## config.mk

```make
export PLATFORM = sky130hd
export DESIGN_NAME = up_sequencer
export DESIGN_NICKNAME = d
export VERILOG_FILES = /design/src/rtl/up_sequencer_pkg.sv /design/src/rtl/up_sequencer_wait_timer.sv /design/src/rtl/up_sequencer.sv
export SDC_FILE = /design/constraint.sdc
export NUM_CORES = 1
export LEC_CHECK = 0
export CAP_MARGIN = 5
export CORE_MARGIN = 8
export CORE_UTILIZATION = 53
export CTS_CLUSTER_SIZE = 28
export DETAILED_ROUTE_END_ITERATION = 16
export PLACE_DENSITY = 0.79
export SETUP_SLACK_MARGIN = 0.1
export SLEW_MARGIN = 5
export SYNTH_ARGS = -nofsm -noshare
export SYNTH_HDL_FRONTEND = slang
export SYNTH_SLANG_ARGS = --single-unit
```

## constraint.sdc

```tcl
create_clock -name clk -period 2.3 [get_ports clk]
set_input_delay 0.46 -clock clk [delete_from_list [all_inputs] [get_ports clk]]
set_output_delay 0.46 -clock clk [all_outputs]
set_load 0.1 [all_outputs]
```

## src/rtl/up_sequencer_pkg.sv

```systemverilog
// Shared types and constants for the microprocessor control sequencer.
package up_pkg;

  typedef enum logic [3:0] {
    BOOT_ADDR,
    BOOT_LOAD,
    FETCH_ADDR,
    FETCH_WAIT,
    DECODE,
    EXEC,
    MEM_WAIT,
    INT_PUSH,
    INT_VEC,
    FAULT
  } state_t;

  localparam logic [4:0] OP_NOP       = 5'b00000;
  localparam logic [4:0] OP_BOOT_BASE = 5'b10000;
  localparam logic [4:0] OP_FETCH     = 5'b00001;
  localparam logic [4:0] OP_LDADDR    = 5'b00010;
  localparam logic [4:0] OP_STORE     = 5'b00011;
  localparam logic [4:0] OP_BR_TAKE   = 5'b00100;
  localparam logic [4:0] OP_BR_SKIP   = 5'b00101;
  localparam logic [4:0] OP_PUSH      = 5'b00110;
  localparam logic [4:0] OP_VEC       = 5'b00111;
  localparam logic [4:0] OP_ALU_BASE  = 5'b01000;

  localparam logic [1:0] CLS_ALU    = 2'b00;
  localparam logic [1:0] CLS_LOAD   = 2'b01;
  localparam logic [1:0] CLS_STORE  = 2'b10;
  localparam logic [1:0] CLS_BRANCH = 2'b11;

  localparam logic [2:0] RB_IDLE = 3'b100;

endpackage

```

## src/rtl/up_sequencer_wait_timer.sv

```systemverilog
// Saturating 8-bit wait counter; timeout flags the cycle whose low mem_re would reach WAIT_MAX.
module up_wait_timer #(
  parameter int unsigned WAIT_MAX = 15
) (
  input  logic clk,
  input  logic nRst,
  input  logic clr,
  input  logic inc,
  output logic timeout
);

  logic [7:0] cnt;
  logic [8:0] cnt_p1;

  always_ff @(posedge clk or negedge nRst) begin
    if (!nRst)
      cnt <= '0;
    else if (clr)
      cnt <= '0;
    else if (inc && (cnt != '1))
      cnt <= cnt + 8'd1;
  end

  always_comb begin
    cnt_p1  = {1'b0, cnt} + 9'd1;
    timeout = inc && (cnt_p1 >= 9'(WAIT_MAX));
  end

endmodule

```

## src/rtl/up_sequencer.sv

```systemverilog
// Control sequencer: boot register load, fetch/decode/execute loop, interrupt entry, wait-timeout fault.
module up_sequencer
  import up_pkg::*;
#(
  parameter int unsigned NUM_BOOT_REGS = 3,
  parameter int unsigned WAIT_MAX      = 15
) (
  input  logic       clk,
  input  logic       nRst,
  input  logic       int_req,
  input  logic [3:0] ir,
  input  logic       z,
  input  logic       mem_re,
  output logic [4:0] op,
  output logic       ir_we,
  output logic       pc_we,
  output logic [2:0] rb_sel,
  output logic       rb_we,
  output logic       sp_we,
  output logic       mem_we,
  output logic       ale,
  output logic       int_ack,
  output logic       fault
);

  localparam logic [3:0] K_LAST = 4'(NUM_BOOT_REGS);

  state_t     state_q, state_d;
  logic [3:0] k_q, k_d;
  logic       int_en_q, int_en_d;
  logic       in_wait, wait_inc, wait_clr, timeout;
  logic       last_load, boundary;
  logic [3:0] k_m1;

  always_comb begin
    in_wait   = (state_q == BOOT_LOAD) || (state_q == FETCH_WAIT) || (state_q == MEM_WAIT);
    last_load = (k_q == K_LAST);
    wait_inc  = in_wait && !mem_re;
    wait_clr  = !wait_inc || (state_d != state_q);
  end

  up_wait_timer #(.WAIT_MAX(WAIT_MAX)) u_wait_timer (
    .clk     (clk),
    .nRst    (nRst),
    .clr     (wait_clr),
    .inc     (wait_inc),
    .timeout (timeout)
  );

  always_ff @(posedge clk or negedge nRst) begin
    if (!nRst) begin
      state_q  <= BOOT_ADDR;
      k_q      <= '0;
      int_en_q <= 1'b0;
    end else begin
      state_q  <= state_d;
      k_q      <= k_d;
      int_en_q <= int_en_d;
    end
  end

  always_comb begin
    state_d  = state_q;
    k_d      = k_q;
    int_en_d = int_en_q;
    boundary = 1'b0;
    case (state_q)
      BOOT_ADDR: begin
        state_d = BOOT_LOAD;
        k_d     = 4'd1;
      end
      BOOT_LOAD: begin
        if (timeout)
          state_d = FAULT;
        else if (mem_re) begin
          if (last_load) begin
            int_en_d = 1'b1;
            state_d  = FETCH_ADDR;
          end else
            k_d = k_q + 4'd1;
        end
      end
      FETCH_ADDR: state_d = FETCH_WAIT;
      FETCH_WAIT: begin
        if (timeout)     state_d = FAULT;
        else if (mem_re) state_d = DECODE;
      end
      DECODE: state_d = EXEC;
      EXEC: begin
        if (ir[3:2] == CLS_LOAD) state_d = MEM_WAIT;
        else                     boundary = 1'b1;
      end
      MEM_WAIT: begin
        if (timeout)     state_d = FAULT;
        else if (mem_re) boundary = 1'b1;
      end
      INT_PUSH: state_d = INT_VEC;
      INT_VEC:  state_d = FETCH_ADDR;
      FAULT:    state_d = FAULT;
      default:  state_d = FAULT;
    endcase
    // int_en only re-arms once int is seen low at a boundary, so a held level cannot re-enter
    if (boundary) begin
      if (int_en_q && int_req) begin
        int_en_d = 1'b0;
        state_d  = INT_PUSH;
      end else begin
        state_d = FETCH_ADDR;
        if (!int_req) int_en_d = 1'b1;
      end
    end
  end

  always_comb begin
    op      = OP_NOP;
    rb_sel  = RB_IDLE;
    ir_we   = 1'b0;
    pc_we   = 1'b0;
    rb_we   = 1'b0;
    sp_we   = 1'b0;
    mem_we  = 1'b0;
    ale     = 1'b0;
    int_ack = 1'b0;
    fault   = 1'b0;
    k_m1    = k_q - 4'd1;
    if (nRst) begin
      case (state_q)
        BOOT_ADDR: begin
          op  = OP_BOOT_BASE;
          ale = 1'b1;
        end
        BOOT_LOAD: begin
          op     = {1'b1, k_q};
          rb_sel = k_m1[2:0];
          rb_we  = mem_re;
          ale    = !last_load;
          pc_we  = last_load && mem_re;
        end
        FETCH_ADDR: begin
          op  = OP_FETCH;
          ale = 1'b1;
        end
        FETCH_WAIT: ir_we = mem_re;
        EXEC: begin
          case (ir[3:2])
            CLS_ALU: begin
              op     = OP_ALU_BASE | {3'b000, ir[1:0]};
              rb_sel = 3'b000;
              rb_we  = 1'b1;
              pc_we  = 1'b1;
            end
            CLS_LOAD: begin
              op  = OP_LDADDR;
              ale = 1'b1;
            end
            CLS_STORE: begin
              op     = OP_STORE;
              rb_sel = {1'b0, ir[1:0]};
              mem_we = 1'b1;
              pc_we  = 1'b1;
            end
            default: begin
              op    = (!ir[0] || z) ? OP_BR_TAKE : OP_BR_SKIP;
              pc_we = 1'b1;
            end
          endcase
        end
        MEM_WAIT: begin
          rb_sel = {1'b0, ir[1:0]};
          rb_we  = mem_re;
          pc_we  = mem_re;
        end
        INT_PUSH: begin
          op     = OP_PUSH;
          sp_we  = 1'b1;
          mem_we = 1'b1;
        end
        INT_VEC: begin
          op      = OP_VEC;
          pc_we   = 1'b1;
          int_ack = 1'b1;
        end
        FAULT:   fault = 1'b1;
        default: ;
      endcase
    end
  end

endmodule

```

==> results of run 1 <==
logic make-up after synthesis:
logic type,count (synthesis),synth area share
adder cells (fa/ha/maj),8,0.0658
multiplexers,3,0.0197
flip-flops,17,0.280
AO/OA/AOI/OAI,65,0.279
other,1,0.00246
AND/OR/NAND/NOR,77,0.253
XOR/XNOR,6,0.0345
buffers and inverters,20,0.0658
state kept, by name, indices dropped and copies added (netlist names):
signal            count
int_en_q              1
state_q               4
k_q                   4
u_wait_timer.cnt      8
power by group:
| part | internal, W | switching [W] | total (W) | leakage [nW] |
|---|---|---|---|---|
| registers | 0.000379 | 0.000128 | 0.000507 | 0.209 |
| logic | 0.000984 | 0.00149 | 0.00247 | 0.841 |
| clock network | 0.0000677 | 0.0000992 | 0.000167 | 0.0150 |
path summary, 6_finish.rpt:
kind,from,end,slack (ns),cells past startpoint
setup / recovery,state_q[0],rb_sel[2],-0.05,7
hold / removal,nRst,state_q[0],0.42,2
setup reg to reg,u_wait_timer.cnt[0],state_q[1],0.06,8
hold reg to reg,int_en_q,int_en_q,0.64,2
max in group asynchronous,nRst,k_q[0],1.48,3
min in group clk,int_en_q,int_en_q,0.64,2
per-layer routing:
metal,up-vias,global-route usage
met2,210,0.404
met5,-,0
met3,85,0.0258
li1,818,-
met4,0,0.103
met1,939,0.259
layout make-up:
type / instances / area (um^2) / share of cell area
Inverter: 8 / 35.0 / 0.0135
Sequential cell: 17 / 432 / 0.167
Timing Repair Buffer: 65 / 751 / 0.290
Tap cell: 31 / 38.8 / 0.0150
Clock buffer: 4 / 26.3 / 0.0101
Multi-Input combinational cell: 163 / 1310 / 0.505
stage by stage:
stage / hold WS [ns] / setup TNS [ns]
CTS: 0.344 / 0
detailed placement: 0.561 / -2.05
floorplan: 0.164 / -0.221
global placement: 0.532 / -1.60
finish: 0.422 / -0.0639
global route: 0.416 / -0.228
cell usage in the layout (no fill, tap or decap), types with 4 or more instances in the layout:
| cell | count |
|---|---|
| buf_4 | 38 |
| nand2_1 | 19 |
| buf_12 | 17 |
| a21oi_1 | 14 |
| dfrtp_1 | 12 |
| nor2_1 | 7 |
| nand3_1 | 7 |
| o21ai_0 | 7 |
| nor2_2 | 6 |
| nor3_4 | 5 |
| nor2_4 | 5 |
| a21oi_2 | 5 |
| dfrtp_2 | 5 |
| inv_1 | 4 |
| conb_1 | 4 |
timing repair:
action / CTS / global route
buffers inserted: 14 / 2
resized for setup: 52 / 29
pin swaps: 16 / 14
gates cloned: 1 / 0
endpoints found under the hold margin: 0 / 0
setup endpoints to repair: 13 / 17
==> results by group, run 1 <==
Critical path
  • CP arrival: between 1.5 and 2 ns
  • WP data required: 1.84 ns
  • Worst Setup Start Kind: register
  • Crit-path cells: buf_4 > nand2b_4 > buf_4 > nor4_2 > a21oi_1 > nand2_1 > buf_12
  • Most used cell, CP: buf_4
  • CP max FO: 7
  • WP buf/inv: 3
  • Setup CP Type: reg -> out
  • Crit path max-delay family: buffers and inverters
  • Slowest-stage cell, CP: dfrtp_2
  • Crit. End Element: output port
  • CP max stage delay: between 0.4 and 0.5 ns

Global route
  • GRT overflow: 0
  • All-Layer GR Usage: 0.225
  • Number of global-route vias before repair: 1926
  • First-pass GRT wire length: between 9000 and 10000 um
  • Largest net degree at the start of global routing: 14
  • Initial antenna violation count: 0

Synth
  • Synth warn: 0
  • Synth Instances: approximately 200
  • Post-synth EDFFs: 0
  • Yosys top cell by area: dfrtp_1
  • Flop and latch count out of synthesis: 17
  • Seq/Total Area, Yosys: 0.280
  • Synth cell types: between 50 and 60
  • Fraction of registers with async set/reset: 1.00
  • Post-Syn Area: roughly 0.0015 mm^2
  • Syn avg cell area: around 7.7 um^2
  • Synth top area cells: dfrtp_1, a21oi_1, ha_1, nand2_1, nor2_1
  • Main synth FF type: dfrtp_1
  • Synth cell count leaders: a21oi_1, nand2_1, nor2_1, dfrtp_1, o21ai_0
  • Top cell type's share of synthesized area: 0.280

Die
  • IO Pins: 25
  • Area of the die: a little under 0.005 mm^2
  • Core Footprint: between 0.002 and 0.003 mm^2
  • Starting Density: 0.557
  • Die height: approximately 70 um
  • Die width: ~70 um
  • # rows: 19

Cells and area
  • Core Util, Final: 0.948
  • NumNets Final: ~280
  • Ratio of cells with drive above 1 in the final layout: 0.506
  • Diode count: 0
  • Post-Layout Inst Area: ~0.0026 mm^2
  • Final std cells w/o fill: 288
  • Fill cells: 67
  • Area grow syn2layout: 70.4%

Detailed routing
  • Routed wl met3: 831 um
  • Drt wl/cell: roughly 24 um
  • Vias after detailed routing: between 2000 and 2500
  • Top Layer Used: met4
  • Metal2 WL: 3280 um
  • Vias per cell: between 7 and 8
  • # DRC: 0
  • Drt first pass iters: 5
  • DRT iter0 DRCs: around 250
  • Final wirelength: 7030 um
  • Final antenna-violating net count: 0
  • Met1 Routed Length: around 2300 um

Timing
  • Final Cycle Share: 1.02
  • Endpoints failing setup: 3
  • Slew Viols, Final: 0
  • Tightest Pin Transition: roughly 0.57 ns
  • Fmax: about 420 MHz
  • Final worst slack: -0.0532 ns
  • Final Hold Violating Endpoints: 0
  • Tmin final: approximately 2.4 ns
  • RSZ-0062 raised after global routing: true
  • Max Clock Skew: between 0.002 and 0.003 ns
  • Worst slew margin: 0.618

Pwr
  • Pwr/cell area: roughly 1200 mW/mm^2
  • Power Total: 0.00315 W
  • Peak supply drop: 0.00113 V
  • Leak pwr: between 1 and 1.5 nW

Clock network
  • CTS root buf: clkbuf_4
  • CTS tree: done
  • CTS max path bufs: 2
  • TritonCTS Buffers: 3
  • Worst-Skew Late Latency: approximately 0.30 ns
  • TritonCTS Sinks: 17
  • Hold buffers post-CTS: 0
  • Clock-pin slew on the worst setup and hold paths: approximately 0.10 ns
  • CTS H-tree depth: 1

Placement
  • Port bufs: 24
  • Placed cell count: approximately 270
  • GPL Wtd Cong: approximately 0.92
  • Pre-CTS setup slack: -0.357 ns
  • Post-DP Area: 0.00221 mm^2
  • Dpl hpwl: between 3000 and 4000 um

Status
  • Status: finished with violations
  • Failing checks: negative setup slack

Hold path
  • Min-delay worst type: in -> async

Flow run
  • Max-cap violations: 0
(Power assumes the default switching activity.)
==> run 2, diff against run 1 <==
--- a/config.mk
+++ b/config.mk
@@ -16,3 +16,4 @@
 export SYNTH_ARGS = -nofsm -noshare
 export SYNTH_HDL_FRONTEND = slang
 export SYNTH_SLANG_ARGS = --single-unit
+export TNS_END_PERCENT = 5
==> run 2 against run 1 <==
- the flow still finishes with violations (negative setup slack)
- total power down 9.1%
- non-clock buffer count did not move
- sequential share of layout area grew 1.0 points
- final cell count did not move
- sequential power shrank 2%
- core utilization down 5.8 points
- sequential cell count stayed put
- largest cell class unchanged
==> results by group, run 2 (same netlist as run 1, synthesis figures left out) <==
Flow run
  • Max-cap violations: 0 (unchanged)

Cells and area
  • Fill cells: 135 (was 67)
  • Number of flip-flops under the largest register name: 8 (unchanged)
  • Ratio of cells with drive above 1 in the final layout: 0.455 (was 0.506)
  • NumNets Final: 275 (unchanged)
  • Footprint of the multi-input gates: 0.00120 mm^2 (was 0.00131 mm^2)
  • Largest registers: u_wait_timer.cnt (8), k_q (4), state_q (4) (unchanged)
  • Most frequent cells in the layout: buf_4, nand2_1, a21oi_1, buf_12, dfrtp_1 (was buf_4, nand2_1, buf_12, a21oi_1, dfrtp_1)
  • Diode count: 0 (unchanged)
  • Area grow syn2layout: 60.0% (was 70.4%)
  • Commonest non-fill, non-tap cell in the layout: buf_4 (unchanged)
  • Sequential cell area: 430 um^2 (was 432 um^2)
  • Reg with most FFs: u_wait_timer.cnt (unchanged)

Die
  • # rows: 19 (unchanged)
  • IO Pins: 25 (unchanged)
  • Die height: 69.6 um (unchanged)
  • Core Footprint: 0.00273 mm^2 (unchanged)
  • Starting Density: 0.557 (unchanged)
  • Die width: 69.6 um (unchanged)
  • Area of the die: 0.00484 mm^2 (unchanged)

Clock network
  • CTS root buf: clkbuf_4 (unchanged)
  • TritonCTS Sinks: 17 (unchanged)
  • Worst-Skew Late Latency: 0.29 ns (was 0.30 ns)
  • Hold buffers post-CTS: 0 (unchanged)
  • CTS H-tree depth: 1 (unchanged)
  • TritonCTS Buffers: 3 (unchanged)
  • CTS tree: done (unchanged)
  • CTS max path bufs: 2 (unchanged)
  • Clock-pin slew on the worst setup and hold paths: 0.10 ns (about the same)

Status
  • Status: finished with violations (unchanged)
  • Failing checks: negative setup slack (unchanged)

Pwr
  • Power Total: 0.00286 W (was 0.00315 W)
  • Peak supply drop: 0.00130 V (was 0.00113 V)
  • Leak pwr: 1.02 nW (was 1.07 nW)
  • Pwr/cell area: 1180 mW/mm^2 (was 1210 mW/mm^2)

Critical path
  • Worst Setup Start Kind: register (unchanged)
  • CP max FO: 2 (was 7)
  • Crit. End Element: output port (unchanged)
  • R2R cell count: 7 (was 8)
  • Setup CP Type: reg -> out (unchanged)
  • CP arrival: 1.85 ns (was 1.89 ns)
  • Critical Path End: ale (was rb_sel[2])
  • RR Startpoint: u_wait_timer.cnt[0] (unchanged)
  • Critical Path Source: k_q[1] (was state_q[0])
  • WP data required: 1.84 ns (about the same)
  • Worst reg2reg endpoint: state_q[1] (unchanged)
  • Flop-to-flop setup slack: 0.22 ns (was 0.06 ns)

Global route
  • Initial antenna violation count: 0 (unchanged)
  • All-Layer GR Usage: 0.196 (was 0.225)
  • GRT overflow: 0 (unchanged)
  • First-pass GRT wire length: 8050 um (was 9280 um)
  • Largest net degree at the start of global routing: 18 (was 14)
  • Number of global-route vias before repair: 1695 (was 1926)

Hold path
  • Min-delay worst type: in -> async (unchanged)

Timing
  • Max Clock Skew: 0.00165 ns (was 0.00270 ns)
  • Endpoints failing setup: 2 (was 3)
  • Setup TNS: -0.0123 ns (was -0.0639 ns)
  • Tmin final: 2.31 ns (was 2.35 ns)
  • RSZ-0062 raised after global routing: true (unchanged)
  • Slew Viols, Final: 0 (unchanged)
  • Final worst slack: -0.00909 ns (was -0.0532 ns)
  • Final Hold Violating Endpoints: 0 (unchanged)
  • Fmax: 433 MHz (was 425 MHz)
  • Fin Hold WS: 0.499 ns (was 0.422 ns)
  • Final Cycle Share: 1.00 (was 1.02)

Detailed routing
  • # DRC: 0 (unchanged)
  • Final wirelength: 5660 um (was 7030 um)
  • Vias per cell: 6.42 (was 7.13)
  • Vias after detailed routing: 1850 (was 2052)
  • DRT iter0 DRCs: 243 (was 251)
  • Drt first pass iters: 5 (unchanged)
  • Final antenna-violating net count: 0 (unchanged)
  • Drt wl/cell: 19.7 um (was 24.4 um)

Placement
  • GPL Wtd Cong: 0.967 (was 0.920)
  • Dpl hpwl: 3690 um (was 3440 um)
  • Port bufs: 24 (unchanged)
run 2: routing by layer:
layer	routed length (um)	up-vias	part of all wire	GRT usage
li1	-	825	-	-
met1	2200	862	0.39	0.233
met2	2800	132	0.49	0.326
met3	444	31	0.078	0.0587
met4	218	0	0.038	0.0661
met5	0	-	0	0
run 2: worst min path at each step:
| stage | end | start | depth (start not counted) | slack (ns) |
|---|---|---|---|---|
| after floorplan | int_en_q | nRst | 0 | 0.16 |
| after global placement | int_en_q | int_en_q | 2 | 0.54 |
| after detailed placement | int_en_q | int_en_q | 2 | 0.55 |
| after CTS | u_wait_timer.cnt[1] | nRst | 2 | 0.48 |
| after global routing | u_wait_timer.cnt[3] | nRst | 2 | 0.52 |
| final | u_wait_timer.cnt[0] | nRst | 2 | 0.50 |
run 2: timing repair:
| action | in CTS | in global routing |
|---|---|---|
| gates resized for setup | 28 | 27 |
| endpoints found under the setup margin | 15 | 12 |
| setup buffers | 1 | 9 |
| pin swaps | 7 | 11 |
run 2: power by group:
part           switching (W)  internal [W]
registers           0.000119      0.000377
clock network      0.0000961     0.0000648
logic                0.00131      0.000895
total                0.00153       0.00134
run 2: area by class of cell:
class,instances,share of cell area
multi-input cells,163,0.495
repair buffers,65,0.288
flip-flops and latches,17,0.177
well taps,31,0.0159
inverters,8,0.0134
clock buffers,3,0.00925
clock inverters,1,0.00206
run 2: worst max-delay path, cell delays in order (launching register included):
cell,delay (ns)
dfrtp_1,0.41
ha_2,0.18
nor3b_4,0.15
buf_4,0.15
o22a_1,0.15
o22a_1,0.16
nor2_2,0.15
buf_12,0.20
run 2: through the flow:
step	std cells	utilization	setup slack, ns	cell area, um^2
after floorplan	200	-	-0.298	1600
after global placement	274	0.805	-0.320	2200
after detailed placement	274	0.805	-0.342	2200
after CTS	279	0.837	-0.0303	2290
after global routing	288	0.891	-0.0906	2430
final	288	0.891	-0.00909	2430
